## src/rtl/alu_seq_pkg.sv

```systemverilog
// Shared constants, instruction field positions and FSM state type for the ALU sequencer.
package alu_seq_pkg;

    localparam int unsigned INSTR_W = 11;
    localparam int unsigned OPC_W   = 5;
    localparam int unsigned REG_W   = 2;
    localparam int unsigned RIDX_W  = 2;
    localparam int unsigned NREG    = 4;

    localparam int unsigned OPC_LSB  = 6;
    localparam int unsigned DST_LSB  = 4;
    localparam int unsigned SRCA_LSB = 2;
    localparam int unsigned SRCB_LSB = 0;

    localparam logic [OPC_W-1:0] OP_ALU_MAX = 5'd13;
    localparam logic [OPC_W-1:0] OP_BRS     = 5'd29;
    localparam logic [OPC_W-1:0] OP_LDI     = 5'd30;
    localparam logic [OPC_W-1:0] OP_HALT    = 5'd31;

    typedef enum logic [1:0] {
        ST_IDLE  = 2'd0,
        ST_FETCH = 2'd1,
        ST_EXEC  = 2'd2,
        ST_HALT  = 2'd3
    } state_t;

endpackage

```

## src/rtl/alu_seq_regfile.sv

```systemverilog
// 4x2-bit register file: two operand read ports, a debug read port, one write port,
// synchronous clear for program restart and async active-low reset.
module alu_seq_regfile
    import alu_seq_pkg::*;
(
    input  logic              clk,
    input  logic              rst_n,
    input  logic              i_clr,
    input  logic              i_we,
    input  logic [RIDX_W-1:0] i_waddr,
    input  logic [REG_W-1:0]  i_wdata,
    input  logic [RIDX_W-1:0] i_raddr_a,
    input  logic [RIDX_W-1:0] i_raddr_b,
    input  logic [RIDX_W-1:0] i_dbg_sel,
    output logic [REG_W-1:0]  o_rdata_a,
    output logic [REG_W-1:0]  o_rdata_b,
    output logic [REG_W-1:0]  o_dbg_data
);

    logic [REG_W-1:0] r_regs [NREG];

    always_ff @(posedge clk or negedge rst_n) begin
        if (!rst_n) begin
            for (int i = 0; i < NREG; i++) r_regs[i] <= '0;
        end else if (i_clr) begin
            for (int i = 0; i < NREG; i++) r_regs[i] <= '0;
        end else if (i_we) begin
            r_regs[i_waddr] <= i_wdata;
        end
    end

    assign o_rdata_a  = r_regs[i_raddr_a];
    assign o_rdata_b  = r_regs[i_raddr_b];
    assign o_dbg_data = r_regs[i_dbg_sel];

endmodule

```

## src/rtl/alu_sequencer.sv

```systemverilog
// Fetch/decode/execute sequencer driving an external combinational 2-bit ALU.
// Optional BRS (opcode 29) branch instruction enabled by defining ALU_SEQ_BRANCH_EN.
module alu_sequencer
    import alu_seq_pkg::*;
#(
    parameter int unsigned PC_W = 4
) (
    input  logic               clk,
    input  logic               rst_n,
    input  logic               start,
    output logic               imem_req,
    output logic [PC_W-1:0]    imem_addr,
    input  logic [INSTR_W-1:0] imem_data,
    input  logic               imem_valid,
    output logic [OPC_W-1:0]   alu_opcode,
    output logic [REG_W-1:0]   alu_a,
    output logic [REG_W-1:0]   alu_b,
    input  logic [REG_W-1:0]   alu_res,
    input  logic               alu_status,
    output logic               busy,
    output logic               halted,
    output logic               flag,
    output logic               illegal,
    input  logic [RIDX_W-1:0]  dbg_sel,
    output logic [REG_W-1:0]   dbg_data
);

    state_t              r_state, w_state_nxt;
    logic [PC_W-1:0]     r_pc, w_pc_nxt;
    logic [INSTR_W-1:0]  r_ir;
    logic                r_flag, w_flag_nxt;
    logic                r_illegal, w_illegal_nxt;
    logic                r_imem_req, r_busy, r_halted;
    logic                w_ir_ld, w_clr, w_rf_we;
    logic [REG_W-1:0]    w_rf_wdata;
    logic [OPC_W-1:0]    w_opcode;
    logic [RIDX_W-1:0]   w_dst, w_src_a, w_src_b;

    assign w_opcode = r_ir[OPC_LSB +: OPC_W];
    assign w_dst    = r_ir[DST_LSB +: RIDX_W];
    assign w_src_a  = r_ir[SRCA_LSB +: RIDX_W];
    assign w_src_b  = r_ir[SRCB_LSB +: RIDX_W];

    alu_seq_regfile u_regfile (
        .clk        (clk),
        .rst_n      (rst_n),
        .i_clr      (w_clr),
        .i_we       (w_rf_we),
        .i_waddr    (w_dst),
        .i_wdata    (w_rf_wdata),
        .i_raddr_a  (w_src_a),
        .i_raddr_b  (w_src_b),
        .i_dbg_sel  (dbg_sel),
        .o_rdata_a  (alu_a),
        .o_rdata_b  (alu_b),
        .o_dbg_data (dbg_data)
    );

    // State and architectural registers; status outputs are registered from the next state
    always_ff @(posedge clk or negedge rst_n) begin
        if (!rst_n) begin
            r_state    <= ST_IDLE;
            r_pc       <= '0;
            r_ir       <= '0;
            r_flag     <= 1'b0;
            r_illegal  <= 1'b0;
            r_imem_req <= 1'b0;
            r_busy     <= 1'b0;
            r_halted   <= 1'b0;
        end else begin
            r_state    <= w_state_nxt;
            r_pc       <= w_pc_nxt;
            r_flag     <= w_flag_nxt;
            r_illegal  <= w_illegal_nxt;
            r_imem_req <= (w_state_nxt == ST_FETCH);
            r_busy     <= (w_state_nxt == ST_FETCH) || (w_state_nxt == ST_EXEC);
            r_halted   <= (w_state_nxt == ST_HALT);
            if (w_ir_ld) r_ir <= imem_data;
        end
    end

    // Next-state, PC update and writeback decode
    always_comb begin
        w_state_nxt   = r_state;
        w_pc_nxt      = r_pc;
        w_flag_nxt    = r_flag;
        w_illegal_nxt = r_illegal;
        w_ir_ld       = 1'b0;
        w_clr         = 1'b0;
        w_rf_we       = 1'b0;
        w_rf_wdata    = alu_res;
        case (r_state)
            ST_IDLE, ST_HALT: begin
                if (start) begin
                    w_state_nxt   = ST_FETCH;
                    w_pc_nxt      = '0;
                    w_flag_nxt    = 1'b0;
                    w_illegal_nxt = 1'b0;
                    w_clr         = 1'b1;
                end
            end
            ST_FETCH: begin
                if (imem_valid) begin
                    w_ir_ld     = 1'b1;
                    w_state_nxt = ST_EXEC;
                end
            end
            ST_EXEC: begin
                w_state_nxt = ST_FETCH;
                w_pc_nxt    = r_pc + PC_W'(1);
                if (w_opcode == OP_HALT) begin
                    w_state_nxt = ST_HALT;
                    w_pc_nxt    = r_pc;
                end else if (w_opcode <= OP_ALU_MAX) begin
                    w_rf_we    = 1'b1;
                    w_flag_nxt = alu_status;
                end else if (w_opcode == OP_LDI) begin
                    w_rf_we    = 1'b1;
                    w_rf_wdata = w_src_a;
`ifdef ALU_SEQ_BRANCH_EN
                end else if (w_opcode == OP_BRS) begin
                    if (r_flag) w_pc_nxt = PC_W'(r_ir[5:0]);
`endif
                end else begin
                    w_illegal_nxt = 1'b1;
                end
            end
            default: w_state_nxt = ST_IDLE;
        endcase
    end

    assign imem_req   = r_imem_req;
    assign imem_addr  = r_pc;
    assign alu_opcode = w_opcode;
    assign busy       = r_busy;
    assign halted     = r_halted;
    assign flag       = r_flag;
    assign illegal    = r_illegal;

endmodule

```

## config.mk

```make
export PLATFORM = sky130hd
export DESIGN_NAME = alu_sequencer
export DESIGN_NICKNAME = d
export VERILOG_FILES = /design/src/rtl/alu_seq_pkg.sv /design/src/rtl/alu_seq_regfile.sv /design/src/rtl/alu_sequencer.sv
export SDC_FILE = /design/constraint.sdc
export NUM_CORES = 1
export LEC_CHECK = 0
export BUFFER_PORTS_ARGS = -buffer_cell sky130_fd_sc_hd__buf_2
export CORE_UTILIZATION = 53
export DETAILED_ROUTE_END_ITERATION = 8
export GPL_ROUTABILITY_DRIVEN = 1
export GPL_TIMING_DRIVEN = 0
export PLACE_DENSITY = 0.79
export SLEW_MARGIN = 20
export SYNTH_ARGS = -nofsm -noshare
export SYNTH_HDL_FRONTEND = slang
export SYNTH_SLANG_ARGS = --single-unit
```

## constraint.sdc

```tcl
create_clock -name clk -period 2.2 [get_ports clk]
set_input_delay 0.44 -clock clk [delete_from_list [all_inputs] [get_ports clk]]
set_output_delay 0.44 -clock clk [all_outputs]
set_load 0.1 [all_outputs]
```

-- Yosys cells after proc, flatten, opt, wreduce, memory -nomap -nowiden
Index checks and enable logic that the tools add are counted.
- bitwise logic cells: 4
- magnitude comparators: 6
- divide/modulo/power cells: 0
- $mul: 0
- shift operators: 0
- equality and inequality tests: 13
- add/subtract/negate cells: 1
- mux-type cells: 41
- reduce and logical (&&, ||, !) cells: 9
- operators with widths (operator ; count):
    $mux W2 ; 14
    $mux W8 ; 2
    $mux W1 ; 14
    $bmux W2 S2 ; 3
    $ge A3 B3 Y1 const B ; 4
    $not A2 Y3 ; 4
    $eq A5 B5 Y1 const B ; 2
    $ne A2 B2 Y1 const B ; 5
    $bwmux W8 ; 1
    $eq A2 B2 Y1 const B ; 4
    $mux W4 ; 2
    $pmux W4 S2 ; 1
    $pmux W2 S3 ; 1
    $le A5 B4 Y1 const B ; 1
    $reduce_and A5 Y1 ; 1
    $add A4 B1 Y4 const B ; 1
    $demux W2 S2 ; 1
    $eq A2 B1 Y1 const B ; 2
    $pmux W1 S2 ; 2
    $reduce_and A4 Y1 ; 1
    $reduce_bool A2 Y1 ; 2
    $lt A3 B1 Y1 const B ; 1
    $reduce_and A3 Y1 ; 1
    $logic_not A2 Y1 ; 1
    other kinds (3) ; 3
- register bits: 30
- latch bits: 0
- word-level logic and storage cells: 86
- output and inout bits: 20
- bits in read-only memories: 0
- memories: 0
- memory bits (writable): 0

-- Depth between registers and ports, before layout
- depth in word-level cells: 8
- depth in mapped cells: 7

-- Hierarchy
A second synthesis with hierarchy kept.
- cell total of the unflattened synthesis: 141
- area total of the unflattened synthesis: 1719.1 um^2
- by module, submodules not included (module ; instances ; area an instance (um^2) ; cells an instance):
    alu_sequencer ; 1 ; 1184.9 ; 105
    alu_seq_regfile ; 1 ; 534.3 ; 36

-- Worst setup path after synthesis
Ideal clock, no wire load.
- path kind: register to register
- start: register r_pc[0] (netlist: imem_addr[0])
- end: register r_pc[2] (netlist: imem_addr[2])
- period minus slack after synthesis: 1695 ps
- data arrival time: 1574 ps
- cell stages (with the launch flop): 5
- setup time: 121 ps
- path slack: 505 ps
- cell sequence: dfrtp_1 -> ha_1 -> o211ai_1 -> xnor2_1 -> nor2b_1
- cells in the longest elaborated chain, start to end: 3
- RTL lines (item ; line ; text):
    start: declaration ; alu_sequencer.sv:29 ; logic [PC_W-1:0] r_pc, w_pc_nxt;
    start signal: assignment ; alu_sequencer.sv:72 ; r_pc <= w_pc_nxt;
    $add A4 B1 Y4 ; alu_sequencer.sv:110 ; w_pc_nxt = r_pc + PC_W'(1);
    $mux W4 ; alu_sequencer.sv:111 ; if (w_opcode == OP_HALT) begin
    $pmux W4 S2 ; alu_sequencer.sv:92 ; case (r_state)
No other way between the ends. The select of a mux whose other input is x is not followed.
A chain may end at the register's enable or synchronous reset.

-- Final worst setup path
- start: register r_ir[2]
- end: output port alu_a[1]
- cells in the longest elaborated chain, start to end: 4
- RTL lines (item ; line ; text):
    start: declaration ; alu_sequencer.sv:30 ; logic [INSTR_W-1:0] r_ir;
    start signal: assignment ; alu_sequencer.sv:78 ; if (w_ir_ld) r_ir <= imem_data;
    $not A2 Y3 (implied by the code) ; alu_seq_regfile.sv:32 ; assign o_rdata_a = r_regs[i_raddr_a];
    $bmux W2 S2 ; alu_seq_regfile.sv:32 ;
    $mux W2 (implied by the code) (2 in a row) ; alu_seq_regfile.sv:32 ;
    end: declaration ; alu_sequencer.sv:16 ; output logic [REG_W-1:0] alu_a,
No other way between the ends. The select of a mux whose other input is x is not followed.

==> run_results.csv <==
group,metric,value,unit
synthesis,avgSynthCellArea,12.5,um2
floorplan,rows,19,
synthesis,synth.distinct_cells,39,
critical_path,crit_fanout,4,
timing,timing.setup.tns,0,ps
final_layout,multi_input_area,797,um2
run_status,violations,"design-rule violations",
global_routing,grt_max_degree,31,
floorplan,die-area,3340,um2
final_layout,fin_nets,203,
routing,drcViolationCount,2,
critical_path,critPathKind,"reg2out",
synthesis,yosys_most_used_dff,"dfrtp_1",
timing,whs,137,ps
routing,dr_wl_met3,190,um
clock_network,h-tree-depth,2,
run_status,status,"finished with violations",
synthesis,synth-edff-count,0,
place,gp_congestion,0.777,
final_layout,area_delta_synth_final,17.3,%
clock_network,cts_buffers,5,
final_layout,utilization,67.8,%
timing,tightest_slew,666,ps
routing,highest_layer,"met4",
routing,avgRoutedWirePerCell,15.8,um
timing,finalMaxSlewViolations,0,
critical_path,timing.rr.end,"u_regfile.r_regs[4]$_DFFE_PN0P_",
final_layout,drive_above_1_share,43.5,%
synthesis,syn_nets,157,
timing,setup_viol,0,
critical_path,critPathCaptureType,"output pin",
synthesis,synth_top_area_share,45.5,%
timing,layout_setup_ws,148,ps
critical_path,max_stage_delay,510,ps
clock_network,cts.sinks,30,
synthesis,yosysTopAreaCell,"dfrtp_1",
synthesis,synthTopCellsByArea,"dfrtp_1, mux4_2, mux2_2, a311oi_1, ha_1",
timing,hold_viol,0,
routing,viasPerCell,5.95,
clock_network,cts_max_path_buffers,2,
place,pre_cts_ws,367,ps
critical_path,cp-start-kind,"register",
critical_path,critPathCapture,"alu_a[1]",
timing,finalCriticalPeriod,2050,ps
critical_path,r2r-start,"r_state[0]$_DFF_PN0_",
global_routing,grt_antenna_before_repair,0,
routing,drt-met1-wl,1360,um
critical_path,cp_slowest_cell,"mux4_2",
final_layout,final_cell_mix,"buf_2, dfrtp_1, a21oi_1, mux2_2",
critical_path,reg2reg_setup_slack,340,ps
global_routing,first_global_vias,1243,
routing,wl,3290,um
routing,vias,1238,
timing,relSlewSlack,55.6,%
critical_path,cp.arrival,1610,ps
synthesis,async_flop_share,100,%
critical_path,path_cells,"mux4_2 > buf_2",
routing,drtPass1Iterations,6,
flow_run,maxCapViolCount,0,
clock_network,clock_latency,320,ps
routing,dr_wl_met2,1650,um
clock_network,hold_buffers,0,
critical_path,reg2reg_depth,7,
floorplan,die_y,57.8,um
synthesis,synth_seq_area_share,45.5,%
place,port_buffers,39,
clock_network,tritoncts,"done",
clock_network,cts.clk_slew.worst_paths,90,ps
floorplan,die_w,57.8,um
final_layout,diodes,0,
clock_network,post_cts_buffers,0,
timing,fin_worst_skew,2.72,ps
synthesis,ys_ff_latch,30,
clock_network,cts_resized,0,
global_routing,grt_pass1_wl,5490,um
final_layout,fill_cells,227,
timing,rsz0062_at_grt,"false",
timing,post-route-period-util,93.3,%
global_routing,gr-usage-all-layers,22.6,%
place,dp_hpwl,2410,um
floorplan,core,2850,um2
timing,fmax,487,MHz
synthesis,synth.cell_area,1650,um2
final_layout,regArea,751,um2
hold_path,hold_path.class,"in2async",
synthesis,yosysWarningCount,0,
routing,drt_iter0_markers,48,
critical_path,worstPathRequired,1760,ps
critical_path,setup.worst_path.start,"r_ir[2]$_DFFE_PN0P_",
final_layout,final_common_cell,"buf_2",
routing,ant_nets,0,
clock_network,cts_root_buf,"clkbuf_4",
global_routing,grt_remaining_overflow,0,
floorplan,ios,40,
synthesis,synthCells,132,
floorplan,initial_core_util,57.8,%
## synthesized netlist by cell type, types with 2 or more instances
cell	number
mux4_2	6
ha_1	5
nand2_1	8
mux2_2	11
mux2i_1	2
nand2b_1	2
dfrtp_1	30
buf_6	3
nor2_1	4
mux2_4	2
a311oi_1	8
a21oi_1	11
clkbuf_1	2
nor3b_1	2
buf_4	5
inv_1	5
o21ai_0	4
## worst min path at each step
stage	from	to	slack [ps]	cells past startpoint
2_1_floorplan	rst_n	busy$_DFF_PN0_	140	0
3_3_place_gp	rst_n	imem_addr[3]$_DFFE_PN0P_	500	1
3_5_place_dp	rst_n	imem_addr[3]$_DFFE_PN0P_	510	1
4_1_cts	rst_n	illegal$_DFFE_PN0P_	150	1
5_1_grt	rst_n	illegal$_DFFE_PN0P_	180	1
6_report	rst_n	u_regfile.r_regs[7]$_DFFE_PN0P_	140	1
## per-layer routing
layer / vias up / global-route usage, %
met5: - / 0
met4: 0 / 13.3
met3: 12 / 5.36
met2: 50 / 38.0
met1: 596 / 26.5
li1: 580 / -
## flip-flops by register name, indices dropped and copies added (netlist names)
| register | count |
|---|---|
| r_state | 2 |
| imem_req | 1 |
| u_regfile.r_regs | 8 |
| imem_addr | 4 |
| flag | 1 |
| halted | 1 |
| r_ir | 11 |
| busy | 1 |
| illegal | 1 |
## through the flow
step | area (um2) | cells
6_report | 1930 | 208
5_1_grt | 1930 | 208
4_1_cts | 1930 | 208
3_5_place_dp | 1880 | 202
3_3_place_gp | 1880 | 202
2_1_floorplan | 1650 | 132
## layout make-up
type	instances	area share [%]
timing repair buffer	39	10.1
inverter	5	0.970
multi-input combinational	86	41.2
tap	31	2.01
sequential	30	38.8
clock buffer	6	2.65
buffer	11	4.27
## logic make-up after synthesis
| group | Yosys count | share of synthesized area [%] |
|---|---|---|
| AO/OA/AOI/OAI | 29 | 11.8 |
| buffers and inverters | 16 | 6.15 |
| multiplexers | 22 | 20.1 |
| adder cells (fa/ha/maj) | 5 | 3.79 |
| AND/OR/NAND/NOR | 28 | 11.5 |
| flip-flops | 30 | 45.5 |
| XOR/XNOR | 2 | 1.06 |
## worst max-delay path: cells and delay by family (launching register included)
family   cells  cell delay (ps)
buf+inv      1              300
mux          1              510
flops        1              470
Power is left out: the tool's default activity adds up to more than one toggle a clock period on the data nets, which glitch-free logic cannot reach.
